[src/rtl/lms_ctr_led_sequencer.sv]
// Avalon-MM LED pattern sequencer: up to NSTEPS pattern/dwell steps, one-shot or loop.
// Optional PWM dimming (BRIGHT register) when LMS_CTR_LED_SEQ_PWM_EN is defined.
module lms_ctr_led_sequencer #(
   parameter int PRESCALE_W = 16,
   parameter int DWELL_W    = 16,
   parameter int NSTEPS     = 8
) (
   input  logic        clk,
   input  logic        reset,
   input  logic [3:0]  address,
   input  logic        chipselect,
   input  logic        write_n,
   input  logic [31:0] writedata,
   output logic [31:0] readdata,
   output logic [7:0]  out_port,
   output logic        busy,
   output logic        done_irq
);

   localparam int IW = (NSTEPS > 1) ? $clog2(NSTEPS) : 1;
   localparam logic [2:0] LAST_MASK = 3'(NSTEPS - 1);

   typedef enum logic {S_IDLE, S_RUN} state_t;

   state_t                state_q, state_d;
   logic                  enable_q, enable_d;
   logic                  loop_q, loop_d;
   logic [2:0]            last_q, last_d;
   logic                  done_q, done_d;
   logic                  irq_q, irq_d;
   logic [PRESCALE_W-1:0] prescale_q, prescale_d;
   logic [7:0]            manual_q, manual_d;
   logic [7:0]            pat_q [NSTEPS];
   logic [7:0]            pat_d [NSTEPS];
   logic [DWELL_W-1:0]    dwl_q [NSTEPS];
   logic [DWELL_W-1:0]    dwl_d [NSTEPS];
   logic [2:0]            step_q, step_d;
   logic [PRESCALE_W-1:0] pre_cnt_q, pre_cnt_d;
   logic [PRESCALE_W-1:0] pre_lim_q, pre_lim_d;
   logic [DWELL_W-1:0]    dwell_cnt_q, dwell_cnt_d;
   logic [7:0]            cur_pat_q, cur_pat_d;

   logic                  wr_en;
   logic                  tick;
   logic [2:0]            nxt_step;
   logic [7:0]            base;
   logic                  unused_wd;

`ifdef LMS_CTR_LED_SEQ_PWM_EN
   logic [7:0]            bright_q, bright_d;
   logic [7:0]            pwm_cnt_q;
`endif

   assign wr_en     = chipselect && !write_n;
   assign unused_wd = ^writedata;

   function automatic logic [DWELL_W-1:0] dfix(input logic [DWELL_W-1:0] d);
      return (d == '0) ? DWELL_W'(1) : d;
   endfunction

   always_comb begin
      state_d     = state_q;
      enable_d    = enable_q;
      loop_d      = loop_q;
      last_d      = last_q;
      done_d      = done_q;
      irq_d       = 1'b0;
      prescale_d  = prescale_q;
      manual_d    = manual_q;
      pat_d       = pat_q;
      dwl_d       = dwl_q;
      step_d      = step_q;
      pre_cnt_d   = pre_cnt_q;
      pre_lim_d   = pre_lim_q;
      dwell_cnt_d = dwell_cnt_q;
      cur_pat_d   = cur_pat_q;
`ifdef LMS_CTR_LED_SEQ_PWM_EN
      bright_d    = bright_q;
`endif
      nxt_step    = step_q + 3'd1;
      tick        = (pre_cnt_q == pre_lim_q);

      if (state_q == S_RUN) begin
         if (tick) begin
            // new PRESCALE values take effect only at a wrap
            pre_cnt_d = '0;
            pre_lim_d = prescale_q;
            if (dwell_cnt_q <= DWELL_W'(1)) begin
               if (step_q < last_q) begin
                  step_d      = nxt_step;
                  dwell_cnt_d = dfix(dwl_q[nxt_step[IW-1:0]]);
                  cur_pat_d   = pat_q[nxt_step[IW-1:0]];
               end else if (loop_q) begin
                  step_d      = 3'd0;
                  dwell_cnt_d = dfix(dwl_q[0]);
                  cur_pat_d   = pat_q[0];
               end else begin
                  state_d = S_IDLE;
                  step_d  = 3'd0;
                  done_d  = 1'b1;
                  irq_d   = 1'b1;
               end
            end else begin
               dwell_cnt_d = dwell_cnt_q - DWELL_W'(1);
            end
         end else begin
            pre_cnt_d = pre_cnt_q + PRESCALE_W'(1);
         end
      end

      if (wr_en) begin
         unique case (1'b1)
            (address == 4'd0): begin
               enable_d = writedata[0];
               loop_d   = writedata[1];
               last_d   = writedata[6:4] & LAST_MASK;
               if (writedata[3] || !writedata[0]) begin
                  state_d = S_IDLE;
                  step_d  = 3'd0;
                  done_d  = done_q;
                  irq_d   = 1'b0;
               end else if (writedata[2]) begin
                  state_d     = S_RUN;
                  step_d      = 3'd0;
                  pre_cnt_d   = '0;
                  pre_lim_d   = prescale_q;
                  dwell_cnt_d = dfix(dwl_q[0]);
                  cur_pat_d   = pat_q[0];
                  done_d      = 1'b0;
                  irq_d       = 1'b0;
               end
            end
            (address == 4'd1): begin
               if (writedata[8]) done_d = 1'b0;
            end
            (address == 4'd2): prescale_d = writedata[PRESCALE_W-1:0];
            (address == 4'd3): manual_d = writedata[7:0];
`ifdef LMS_CTR_LED_SEQ_PWM_EN
            (address == 4'd4): bright_d = writedata[7:0];
`endif
            address[3]: begin
               if ({1'b0, address[2:0]} < 4'(NSTEPS)) begin
                  pat_d[address[IW-1:0]] = writedata[7:0];
                  dwl_d[address[IW-1:0]] = writedata[DWELL_W+7:8];
               end
            end
            default: ;
         endcase
      end
   end

   always_ff @(posedge clk) begin
      if (reset) begin
         state_q     <= S_IDLE;
         enable_q    <= 1'b0;
         loop_q      <= 1'b0;
         last_q      <= 3'd0;
         done_q      <= 1'b0;
         irq_q       <= 1'b0;
         prescale_q  <= '0;
         manual_q    <= 8'h00;
         step_q      <= 3'd0;
         pre_cnt_q   <= '0;
         pre_lim_q   <= '0;
         dwell_cnt_q <= '0;
         cur_pat_q   <= 8'h00;
         for (int i = 0; i < NSTEPS; i++) begin
            pat_q[i] <= 8'h00;
            dwl_q[i] <= '0;
         end
      end else begin
         state_q     <= state_d;
         enable_q    <= enable_d;
         loop_q      <= loop_d;
         last_q      <= last_d;
         done_q      <= done_d;
         irq_q       <= irq_d;
         prescale_q  <= prescale_d;
         manual_q    <= manual_d;
         step_q      <= step_d;
         pre_cnt_q   <= pre_cnt_d;
         pre_lim_q   <= pre_lim_d;
         dwell_cnt_q <= dwell_cnt_d;
         cur_pat_q   <= cur_pat_d;
         pat_q       <= pat_d;
         dwl_q       <= dwl_d;
      end
   end

`ifdef LMS_CTR_LED_SEQ_PWM_EN
   always_ff @(posedge clk) begin
      if (reset) begin
         bright_q  <= 8'hFF;
         pwm_cnt_q <= 8'h00;
      end else begin
         bright_q  <= bright_d;
         pwm_cnt_q <= pwm_cnt_q + 8'd1;
      end
   end
`endif

   assign busy     = (state_q == S_RUN);
   assign done_irq = irq_q;
   assign base     = busy ? cur_pat_q : manual_q;

`ifdef LMS_CTR_LED_SEQ_PWM_EN
   assign out_port = base & {8{pwm_cnt_q < bright_q}};
`else
   assign out_port = base;
`endif

   always_comb begin
      readdata = 32'h0;
      unique case (1'b1)
         (address == 4'd0): begin
            readdata[0]   = enable_q;
            readdata[1]   = loop_q;
            readdata[6:4] = last_q;
         end
         (address == 4'd1): begin
            readdata[0]   = busy;
            readdata[6:4] = step_q;
            readdata[8]   = done_q;
         end
         (address == 4'd2): readdata[PRESCALE_W-1:0] = prescale_q;
         (address == 4'd3): readdata[7:0] = manual_q;
`ifdef LMS_CTR_LED_SEQ_PWM_EN
         (address == 4'd4): readdata[7:0] = bright_q;
`endif
         address[3]: begin
            if ({1'b0, address[2:0]} < 4'(NSTEPS)) begin
               readdata[7:0]         = pat_q[address[IW-1:0]];
               readdata[DWELL_W+7:8] = dwl_q[address[IW-1:0]];
            end
         end
         default: ;
      endcase
   end

endmodule

[config.mk]
export PLATFORM = sky130hd
export DESIGN_NAME = lms_ctr_led_sequencer
export DESIGN_NICKNAME = d
export VERILOG_FILES = /design/src/rtl/lms_ctr_led_sequencer.sv
export SDC_FILE = /design/constraint.sdc
export NUM_CORES = 1
export LEC_CHECK = 0
export ABC_CLOCK_PERIOD_IN_PS = 6910
export CORE_MARGIN = 3
export CORE_UTILIZATION = 50
export CTS_CLUSTER_SIZE = 24
export DETAILED_ROUTE_END_ITERATION = 6
export GPL_TIMING_DRIVEN = 0
export PLACE_DENSITY = 0.69
export SLEW_MARGIN = 30
export SYNTH_ARGS = -nofsm -noshare
export SYNTH_HDL_FRONTEND = slang
export SYNTH_SLANG_ARGS = --single-unit
[constraint.sdc]
create_clock -name clk -period 6.91 [get_ports clk]
set_input_delay 1.382 -clock clk [delete_from_list [all_inputs] [get_ports clk]]
set_output_delay 1.382 -clock clk [all_outputs]
set_load 0.03 [all_outputs]
==> results of run 1 <==
[metal layers]
metal / wire [microns] / GRT usage [%]
met5: 0 / 0
met4: 2180 / 11.6
met3: 6820 / 8.53
met2: 24100 / 51.3
met1: 21700 / 46.2
[registers in the layout, summed over array words and instances, names as in the netlist]
| name | cells |
|---|---|
| manual_q | 8 |
| cur_pat_q | 8 |
| enable_q | 1 |
| step_q | 3 |
| done_irq | 1 |
| prescale_q | 16 |
| dwell_cnt_q | 16 |
| busy | 1 |
| pre_lim_q | 16 |
| pat_q | 64 |
| last_q | 3 |
| dwl_q | 128 |
| pre_cnt_q | 16 |
| done_q | 1 |
| loop_q | 1 |
[worst max-delay path: cells and delay by family]
kind                   cells  cell delay, ns
AOI/OAI and AO/OA          1            0.23
buffers and inverters      5            2.88
muxes                      2            0.75
[cell usage after synthesis, types with 4 or more instances]
library cell,n
nand2_1,547
dfxtp_1,283
a21oi_1,242
clkbuf_1,120
nor2_1,101
mux4_2,73
nand3_1,69
mux2i_1,54
nor3_1,38
buf_2,29
nor3b_1,26
xnor2_1,25
mux2_2,23
buf_4,20
nand4_1,20
nor4_1,18
o21ai_0,15
nand3b_1,14
nor2b_1,13
xor2_1,12
a31oi_1,11
buf_1,10
a221oi_1,8
and3_1,8
o211ai_1,8
a22o_1,7
o21ai_1,7
ha_1,6
inv_1,5
a32oi_1,4
o21bai_1,4
or4_1,4
[report_power, final]
part	internal, mW	switching (mW)
Combinational	0.0654	0.163
Clock	0.963	0.704
Sequential	1.64	0.0102
[worst max-delay path by stage]
stage / startpoint / endpoint / depth (start not counted)
after detailed placement: address[0] / readdata[15] / 8
after global placement: address[0] / readdata[15] / 8
after floorplan: address[1] / readdata[8] / 8
after global routing: address[0] / readdata[15] / 8
after CTS: address[0] / readdata[15] / 8
final: address[0] / readdata[15] / 8
[cells in the final DEF (no fill, tap or decap), types with 5 or more instances in the layout]
master	Yosys	final
o21ai_1	7	7
a22o_1	7	7
a21oi_1	242	242
nand4_1	20	20
a221oi_1	8	8
nand3_1	69	69
mux4_2	73	73
clkbuf_1	120	128
buf_2	29	29
nor2_1	101	101
dfxtp_1	283	283
xor2_1	12	12
inv_1	5	5
nor3_1	38	38
clkdlybuf4s50_1	0	46
mux2i_1	54	54
nand2_1	547	547
o211ai_1	8	8
nand3b_1	14	14
and3_1	8	8
nor4_1	18	18
clkbuf_16	0	31
clkinv_2	0	6
conb_1	1	8
ha_1	6	6
xnor2_1	25	25
o21ai_0	15	15
buf_1	10	10
nor2b_1	13	13
a31oi_1	11	11
nor3b_1	26	25
mux2_2	23	23
clkbuf_8	0	6
buf_4	20	21
[final cells by class]
cell class              instances  area (sq um)  area share (%)
repair buffers                 47           468            2.75
flip-flops and latches        283          5670            33.3
clock buffers                  45           888            5.22
multi-input cells            1409          8600            50.5
inverters                       5          18.8           0.110
plain buffers                 179           783            4.60
well taps                     384           480            2.82
clock inverters                12           121           0.713
[kinds of logic after synthesis]
logic type / count (synthesis) / share of synthesized area (%)
AO/OA/AOI/OAI: 328 / 12.2
XOR/XNOR: 38 / 2.26
adder cells (fa/ha/maj): 6 / 0.499
buffers and inverters: 184 / 5.34
flip-flops: 283 / 37.7
multiplexers: 151 / 16.3
other: 1 / 0.0249
AND/OR/NAND/NOR: 878 / 25.6
==> results.py, run 1 <==
metrics = {
    "outcome": {
        "status": "complete, no violations",
    },
    "worst_setup_path": {
        "reg2reg_depth": 9,
        "cpPeakStageDelay_ns": 0.80,
        "path_cells": "clkdlybuf4s50_1 -> buf_2 -> buf_2 -> clkbuf_1 -> mux4_2 -> mux2_2 -> a22o_1 -> clkdlybuf4s50_1",
        "cp_data_arrival_time_ns": 5.26,
        "slowest_stage": "clkbuf_1",
        "worstSetupPathType": "in2out",
        "cp_data_required_time_ns": 5.53,
        "timing.rr.start": "step_q[1]",
        "rr_endpoint": "dwell_cnt_q[11]",
        "cp-start-kind": "primary input",
        "r2r_setup_slack_ns": 3.08,
        "cp_max_fo": 10,
        "crit_path_end_kind": "output pin",
    },
    "timing": {
        "holdWs_ns": 0.468,
        "drv_slew": 0,
        "rsz0062_at_grt": "no",
        "post-route-min-period_ns": 6.64,
        "fin_ws_ns": 0.269,
        "min_period_over_period_pct": 96.1,
        "setup_tns_ns": 0,
        "final-hold-violation-count": 0,
        "worst_pin_slew_ns": 1.07,
        "setup_viol": 0,
        "fmax_mhz": 151,
        "skew_ns": 0.0126,
        "slew_headroom_pct": 28.2,
    },
    "hold_path": {
        "min_path_type": "reg2reg",
        "hold_start": "dwl_q[18]",
        "hold-path-cell-count": 2,
        "hold_end": "dwl_q[18]",
    },
    "cells_and_area": {
        "instances_no_fill": 2364,
        "num-fill-cells": 2744,
        "fin_util_pct": 58.4,
        "drive_gt1_share_pct": 10.3,
        "nNetsFinal": 2002,
        "diodes": 0,
        "finalInstanceArea_sq_mm": 0.0170,
        "syn2layout_area_growth_pct": 13.2,
    },
    "run": {
        "maxCapViolCount": 0,
    },
    "floorplan": {
        "fp.dieH_microns": 179,
        "ioPinCount": 82,
        "die_x_microns": 179,
        "row_count": 62,
        "die_area_sq_mm": 0.0322,
        "core_sq_mm": 0.0292,
        "initial_core_util_pct": 51.5,
    },
    "routing": {
        "firstDrtPassIters": 7,
        "detail_route.wl_per_cell_microns": 23.2,
        "vias_per_cell": 6.24,
        "postRouteAntennaNets": 0,
        "first_iter_violations": 2025,
        "vias": 14800,
        "drcViolationCount": 0,
        "postRouteWirelength_microns": 54900,
    },
    "yosys": {
        "yosysSeqAreaShare_pct": 37.7,
        "synth_top_flop_cell": "dfxtp_1",
        "avgSynthCellArea_sq_um": 8.04,
        "synth_top_area_share_pct": 37.7,
        "synth_area_leaders": "dfxtp_1, nand2_1, mux4_2",
        "synthCells": 1869,
        "ys_ff_latch": 283,
        "yosys_warnings": 0,
        "synth_edf_count": 0,
        "post-synth-top-area-cell": "dfxtp_1",
        "async_flop_share_pct": 0,
        "netlist_area_sq_mm": 0.0150,
        "synth.distinct_cells": 61,
    },
    "clocking": {
        "cts_tree": "yes",
        "cts-buffers-inserted": 31,
        "htree_num_levels": 1,
        "postCtsSetupRepairBufs": 0,
        "clockBufferDepth": 3,
        "clk_pin_slew_ns": 0.06,
        "clk_latency_ns": 0.57,
        "cts.repair.resized": 0,
        "clkSinkCount": 283,
        "ctsHoldBuffers": 0,
        "root_buffer": "clkbuf_16",
    },
    "power": {
        "p_per_area_mw_per_mm2": 208,
        "ir_worst_vdd_v": 0.000204,
        "totalPowerFinal_mw": 3.55,
        "leakage_nw": 5.77,
    },
    "global_routing": {
        "grt_pass1_wl_microns": 81800,
        "grt_antenna_before_repair": 0,
        "grt_start_max_net_pins": 15,
        "overflow": 0,
        "grt_usage_pct": 33.5,
        "grt_pass1_vias": 13600,
    },
    "placed_design": {
        "dp.cells": 2307,
        "hpwl_microns": 40600,
        "dpl_cell_area_sq_mm": 0.0160,
        "gp_congestion": 0.994,
        "io_buffer_count": 46,
        "post-place-ws_ns": 0.363,
    },
}
Note: power is estimated with default switching activity, not from simulation.
==> run 2, diff against run 1 <==
- CTS_BUF_LIST: unset -> sky130_fd_sc_hd__clkbuf_4
==> results.py, run 2 (synthesis results as in run 1) <==
metrics = {
    "global_routing": {
        "grt_usage_pct": 33.8,
        "grt_start_max_net_pins": 13,
        "use_met3_pct": 10.7,
        "grt_pass1_vias": 14000,
        "grtUsageMet1_pct": 45.7,
        "grt_busiest_layer": "met2",
        "grt_pass1_wl_microns": 82300,
        "grt_antenna_before_repair": 1,
        "globalRouteMet2Util_pct": 51.0,
        "overflow": 0,
    },
    "clocking": {
        "clk_latency_ns": 0.72,
        "postCtsSetupRepairBufs": 0,
        "cts-buffers-inserted": 77,
        "ctsHoldBuffers": 0,
        "clk_pin_slew_ns": 0.06,
        "cts.repair.resized": 0,
        "htree_num_levels": 3,
        "clkSinkCount": 283,
        "clockBufferDepth": 3,
        "root_buffer": "clkbuf_4",
        "cts_tree": "yes",
    },
    "timing": {
        "setup_viol": 0,
        "rsz0062_at_grt": "no",
        "final-hold-violation-count": 0,
        "skew_ns": 0.0294,
        "fin_ws_ns": 0.303,
        "min_period_over_period_pct": 95.6,
        "worst_pin_slew_ns": 1.06,
        "drv_slew": 0,
        "setup_tns_ns": 0,
        "post-route-min-period_ns": 6.61,
        "slew_headroom_pct": 28.8,
        "fmax_mhz": 151,
    },
    "worst_setup_path": {
        "cpPeakStageDelay_ns": 0.76,
        "reg2reg_depth": 9,
        "cp-start-kind": "primary input",
        "worstSetupPathType": "in2out",
        "crit_cells": 8,
        "cp_data_arrival_time_ns": 5.23,
        "r2r_setup_slack_ns": 3.04,
        "cp_max_fo": 10,
        "crit_path_end_kind": "output pin",
        "path_cells": "clkdlybuf4s50_1 -> buf_2 -> buf_2 -> clkbuf_1 -> mux4_2 -> mux2_2 -> a22o_1 -> clkdlybuf4s50_1",
        "critPathBufInv": 5,
        "rr_endpoint": "dwell_cnt_q[11]",
        "slowest_stage": "clkbuf_1",
        "cp_data_required_time_ns": 5.53,
        "timing.rr.start": "step_q[1]",
        "critPathTopFamily": "buffers and inverters",
    },
    "power": {
        "pwr-share-comb_pct": 6.9,
        "internal_power_mw": 2.42,
        "p_seq_share_pct": 49.7,
        "p_per_area_mw_per_mm2": 196,
        "net-switching-power_uw": 903,
        "clockPowerShare_pct": 43.5,
        "swShare_pct": 27.2,
        "ir_worst_vdd_v": 0.0000985,
        "leakage_nw": 5.82,
    },
    "routing": {
        "vias_per_cell": 6.17,
        "postRouteWirelength_microns": 55300,
        "drcViolationCount": 8,
        "vias": 15000,
        "detail_route.wl_per_cell_microns": 22.7,
        "firstDrtPassIters": 7,
        "first_iter_violations": 2062,
        "postRouteAntennaNets": 0,
    },
    "cells_and_area": {
        "drive_gt1_share_pct": 13.2,
        "multi_input_area_sq_mm": 0.00860,
        "nNetsFinal": 2048,
        "largest_register_ffs": 128,
        "final_common_cell": "nand2_1",
        "layout_common_cells": "nand2_1, dfxtp_1, a21oi_1",
        "regMostFlops": "dwl_q",
        "reg.largest.list": "dwl_q x128, pat_q x64",
        "num-fill-cells": 2810,
        "syn2layout_area_growth_pct": 12.5,
        "seq_area_sq_mm": 0.00567,
    },
    "floorplan": {
        "fp.dieH_microns": 179,
        "core_sq_mm": 0.0292,
        "die_area_sq_mm": 0.0322,
        "initial_core_util_pct": 51.5,
        "die_x_microns": 179,
        "ioPinCount": 82,
        "row_count": 62,
    },
    "hold_path": {
        "hold-path-cell-count": 2,
        "hold_start": "pat_q[20]",
        "min_path_type": "reg2reg",
        "hold_end": "pat_q[20]",
    },
    "placed_design": {
        "hpwl_microns": 40600,
        "io_buffer_count": 46,
        "post-place-ws_ns": 0.363,
        "gp_congestion": 0.994,
    },
    "outcome": {
        "status": "finished, violations left",
        "failed_checks": "DRC",
    },
    "run": {
        "maxCapViolCount": 0,
    },
}
==> run 2: layout make-up <==
class / count / share of cell area (%)
Buffer: 179 / 4.63
Timing Repair Buffer: 47 / 2.77
Multi-Input combinational cell: 1409 / 50.8
Clock buffer: 107 / 4.75
Inverter: 5 / 0.111
Antenna cell: 2 / 0.0296
Tap cell: 384 / 2.84
Sequential cell: 283 / 33.5
Clock inverter: 19 / 0.577
==> run 2: through the flow <==
stage	power [mW]	instance area [sq um]	hold WS [ns]	instances	util (%)
5_1_grt	3.42	16900	0.490	2434	58.0
3_3_place_gp	1.90	16000	0.452	2306	54.9
6_report	3.32	16900	0.469	2435	58.0
2_1_floorplan	1.82	15100	0.433	1876	-
4_1_cts	3.32	16900	0.467	2433	58.0
3_5_place_dp	1.91	16000	0.459	2307	54.9
==> run 2: how the worst max path moves through the flow <==
| stage | start | to | slack (ns) |
|---|---|---|---|
| 6_report | address[0] | readdata[15] | 0.30 |
| 5_1_grt | address[0] | readdata[15] | 0.27 |
| 4_1_cts | address[0] | readdata[15] | 0.35 |
| 3_5_place_dp | address[0] | readdata[15] | 0.36 |
| 3_3_place_gp | address[0] | readdata[15] | 0.39 |
| 2_1_floorplan | address[1] | readdata[8] | 2.07 |
==> run 2: per-layer routing <==
layer	wire, microns	vias up
li1	-	6769
met1	21900	7095
met2	24100	993
met3	7190	171
met4	2040	0
met5	0	-
==> run 2: worst register-to-register path, cell delays in order (launching register included) <==
cell	delay, ns
dfxtp_1	0.37
ha_1	0.29
xnor2_2	0.55
clkbuf_1	0.57
mux2_2	0.41
nor4_1	0.89
nand2_1	0.14
nand3_1	0.14
o2111ai_1	0.12
a311oi_1	0.29
==> run 2: power groups by stage <==
stage | logic, mW | clock network [mW] | registers, mW
2_1_floorplan | 0.137 | 0 | 1.68
3_3_place_gp | 0.217 | 0 | 1.69
3_5_place_dp | 0.219 | 0 | 1.69
4_1_cts | 0.220 | 1.45 | 1.65
5_1_grt | 0.237 | 1.53 | 1.65
6_report | 0.228 | 1.44 | 1.65
==> run 3, diff against run 2 <==
- CORE_MARGIN: 3 -> 2
==> results.py, run 3 (synthesis results as in run 1) <==
metrics = {
    "outcome": {
        "status": "finished, violations left",
        "failed_checks": "DRC",
    },
    "timing": {
        "min_period_over_period_pct": 95.1,
        "post-route-min-period_ns": 6.57,
        "worst_pin_slew_ns": 1.04,
        "setup_viol": 0,
        "slew_headroom_pct": 30.8,
        "final-hold-violation-count": 0,
        "rsz0062_at_grt": "no",
        "holdWs_ns": 0.470,
        "drv_slew": 0,
        "setup_tns_ns": 0,
        "skew_ns": 0.0354,
        "fin_ws_ns": 0.338,
        "fmax_mhz": 152,
    },
    "worst_setup_path": {
        "cp_max_fo": 10,
        "cp_data_arrival_time_ns": 5.19,
        "r2r_setup_slack_ns": 3.26,
        "timing.rr.start": "step_q[1]",
        "reg2reg_depth": 9,
        "rr_endpoint": "dwell_cnt_q[11]",
        "crit_path_end_kind": "output pin",
        "worstSetupPathType": "in2out",
        "cp-start-kind": "primary input",
        "cp_data_required_time_ns": 5.53,
    },
    "routing": {
        "vias_per_cell": 6.14,
        "postRouteAntennaNets": 0,
        "drcViolationCount": 2,
        "postRouteWirelength_microns": 55000,
        "vias": 15100,
        "detail_route.wl_per_cell_microns": 22.4,
        "first_iter_violations": 1967,
        "firstDrtPassIters": 7,
    },
    "placed_design": {
        "post-place-ws_ns": 0.426,
        "gp_congestion": 0.987,
        "dpl_cell_area_sq_mm": 0.0160,
        "hpwl_microns": 40600,
        "dp.cells": 2313,
        "io_buffer_count": 46,
    },
    "power": {
        "ir_worst_vdd_v": 0.0000930,
        "leakage_nw": 5.86,
        "p_per_area_mw_per_mm2": 199,
        "totalPowerFinal_mw": 3.38,
    },
    "clocking": {
        "clockBufferDepth": 3,
        "root_buffer": "clkbuf_4",
        "cts_tree": "yes",
        "clkSinkCount": 283,
        "postCtsSetupRepairBufs": 0,
        "cts-buffers-inserted": 78,
        "clk_latency_ns": 0.72,
        "cts.repair.resized": 0,
        "ctsHoldBuffers": 0,
        "htree_num_levels": 3,
        "clk_pin_slew_ns": 0.06,
    },
    "cells_and_area": {
        "syn2layout_area_growth_pct": 13.1,
        "largest_register_ffs": 128,
        "final_common_cell": "nand2_1",
        "nNetsFinal": 2049,
        "reg.largest.list": "dwl_q x128, pat_q x64",
        "fin_util_pct": 57.3,
        "regMostFlops": "dwl_q",
        "finalInstanceArea_sq_mm": 0.0170,
        "layout_common_cells": "nand2_1, dfxtp_1, a21oi_1",
        "instances_no_fill": 2452,
        "drive_gt1_share_pct": 13.6,
        "num-fill-cells": 2820,
    },
    "global_routing": {
        "overflow": 0,
        "grt_pass1_wl_microns": 82400,
        "grt_antenna_before_repair": 1,
        "grt_pass1_vias": 14100,
        "grt_start_max_net_pins": 13,
        "grt_usage_pct": 34.6,
    },
    "run": {
        "maxCapViolCount": 0,
    },
    "floorplan": {
        "fp.dieH_microns": 177,
        "die_x_microns": 177,
        "initial_core_util_pct": 50.7,
        "die_area_sq_mm": 0.0315,
        "row_count": 63,
        "core_sq_mm": 0.0296,
        "ioPinCount": 82,
    },
    "hold_path": {
        "hold_start": "pat_q[28]",
        "hold-path-cell-count": 2,
        "min_path_type": "reg2reg",
        "hold_end": "pat_q[28]",
    },
}
[run 3: cell types whose count changed in the layout (fill, tap and decap cells not counted), sizes merged]
cell / previous run / this run
clkbuf: 227 / 232
clkinv: 16 / 20
clkinvlp: 1 / 3
diode: 2 / 1
inv: 7 / 8
[run 3: layer usage]
layer | vias to the layer above | track usage (%) | share of wire (%)
met5 | - | 0 | 0
met4 | 0 | 14.4 | 3.8
met3 | 152 | 10.4 | 12
met2 | 932 | 53.4 | 45
met1 | 7177 | 45.2 | 40
li1 | 6789 | - | -
[run 3: final cells by class]
class | count | area [sq um] | share of cell area (%)
clock buffer | 112 | 841 | 4.95
antenna | 1 | 2.50 | 0.0147
sequential | 283 | 5670 | 33.3
clock inverter | 26 | 126 | 0.744
timing repair buffer | 47 | 468 | 2.75
buffer | 179 | 783 | 4.61
inverter | 5 | 18.8 | 0.110
multi-input combinational | 1409 | 8600 | 50.6
tap | 390 | 488 | 2.87
[run 3: worst max-delay path by stage]
stage               cells past startpoint            to  slack [ns]  startpoint
floorplan                               8   readdata[8]        2.07  address[1]
global placement                        8  readdata[15]        0.40  address[0]
detailed placement                      8  readdata[15]        0.43  address[0]
CTS                                     8  readdata[15]        0.41  address[0]
global route                            8  readdata[15]        0.32  address[0]
finish                                  8  readdata[15]        0.34  address[0]
[run 3: where the power goes]
part / total (mW) / internal (mW) / leakage (nW) / switching [mW]
sequential: 1.65 / 1.64 / 2.28 / 0.0102
combinational: 0.228 / 0.0654 / 3.00 / 0.163
clock: 1.51 / 0.753 / 0.577 / 0.752
total: 3.38 / 2.46 / 5.86 / 0.926
[run 3: critical path: stages]
cell             delay (ns)
clkdlybuf4s50_1        0.66
buf_2                  0.40
buf_2                  0.40
clkbuf_1               0.77
mux4_2                 0.41
mux2_2                 0.32
a22o_1                 0.23
clkdlybuf4s50_1        0.60
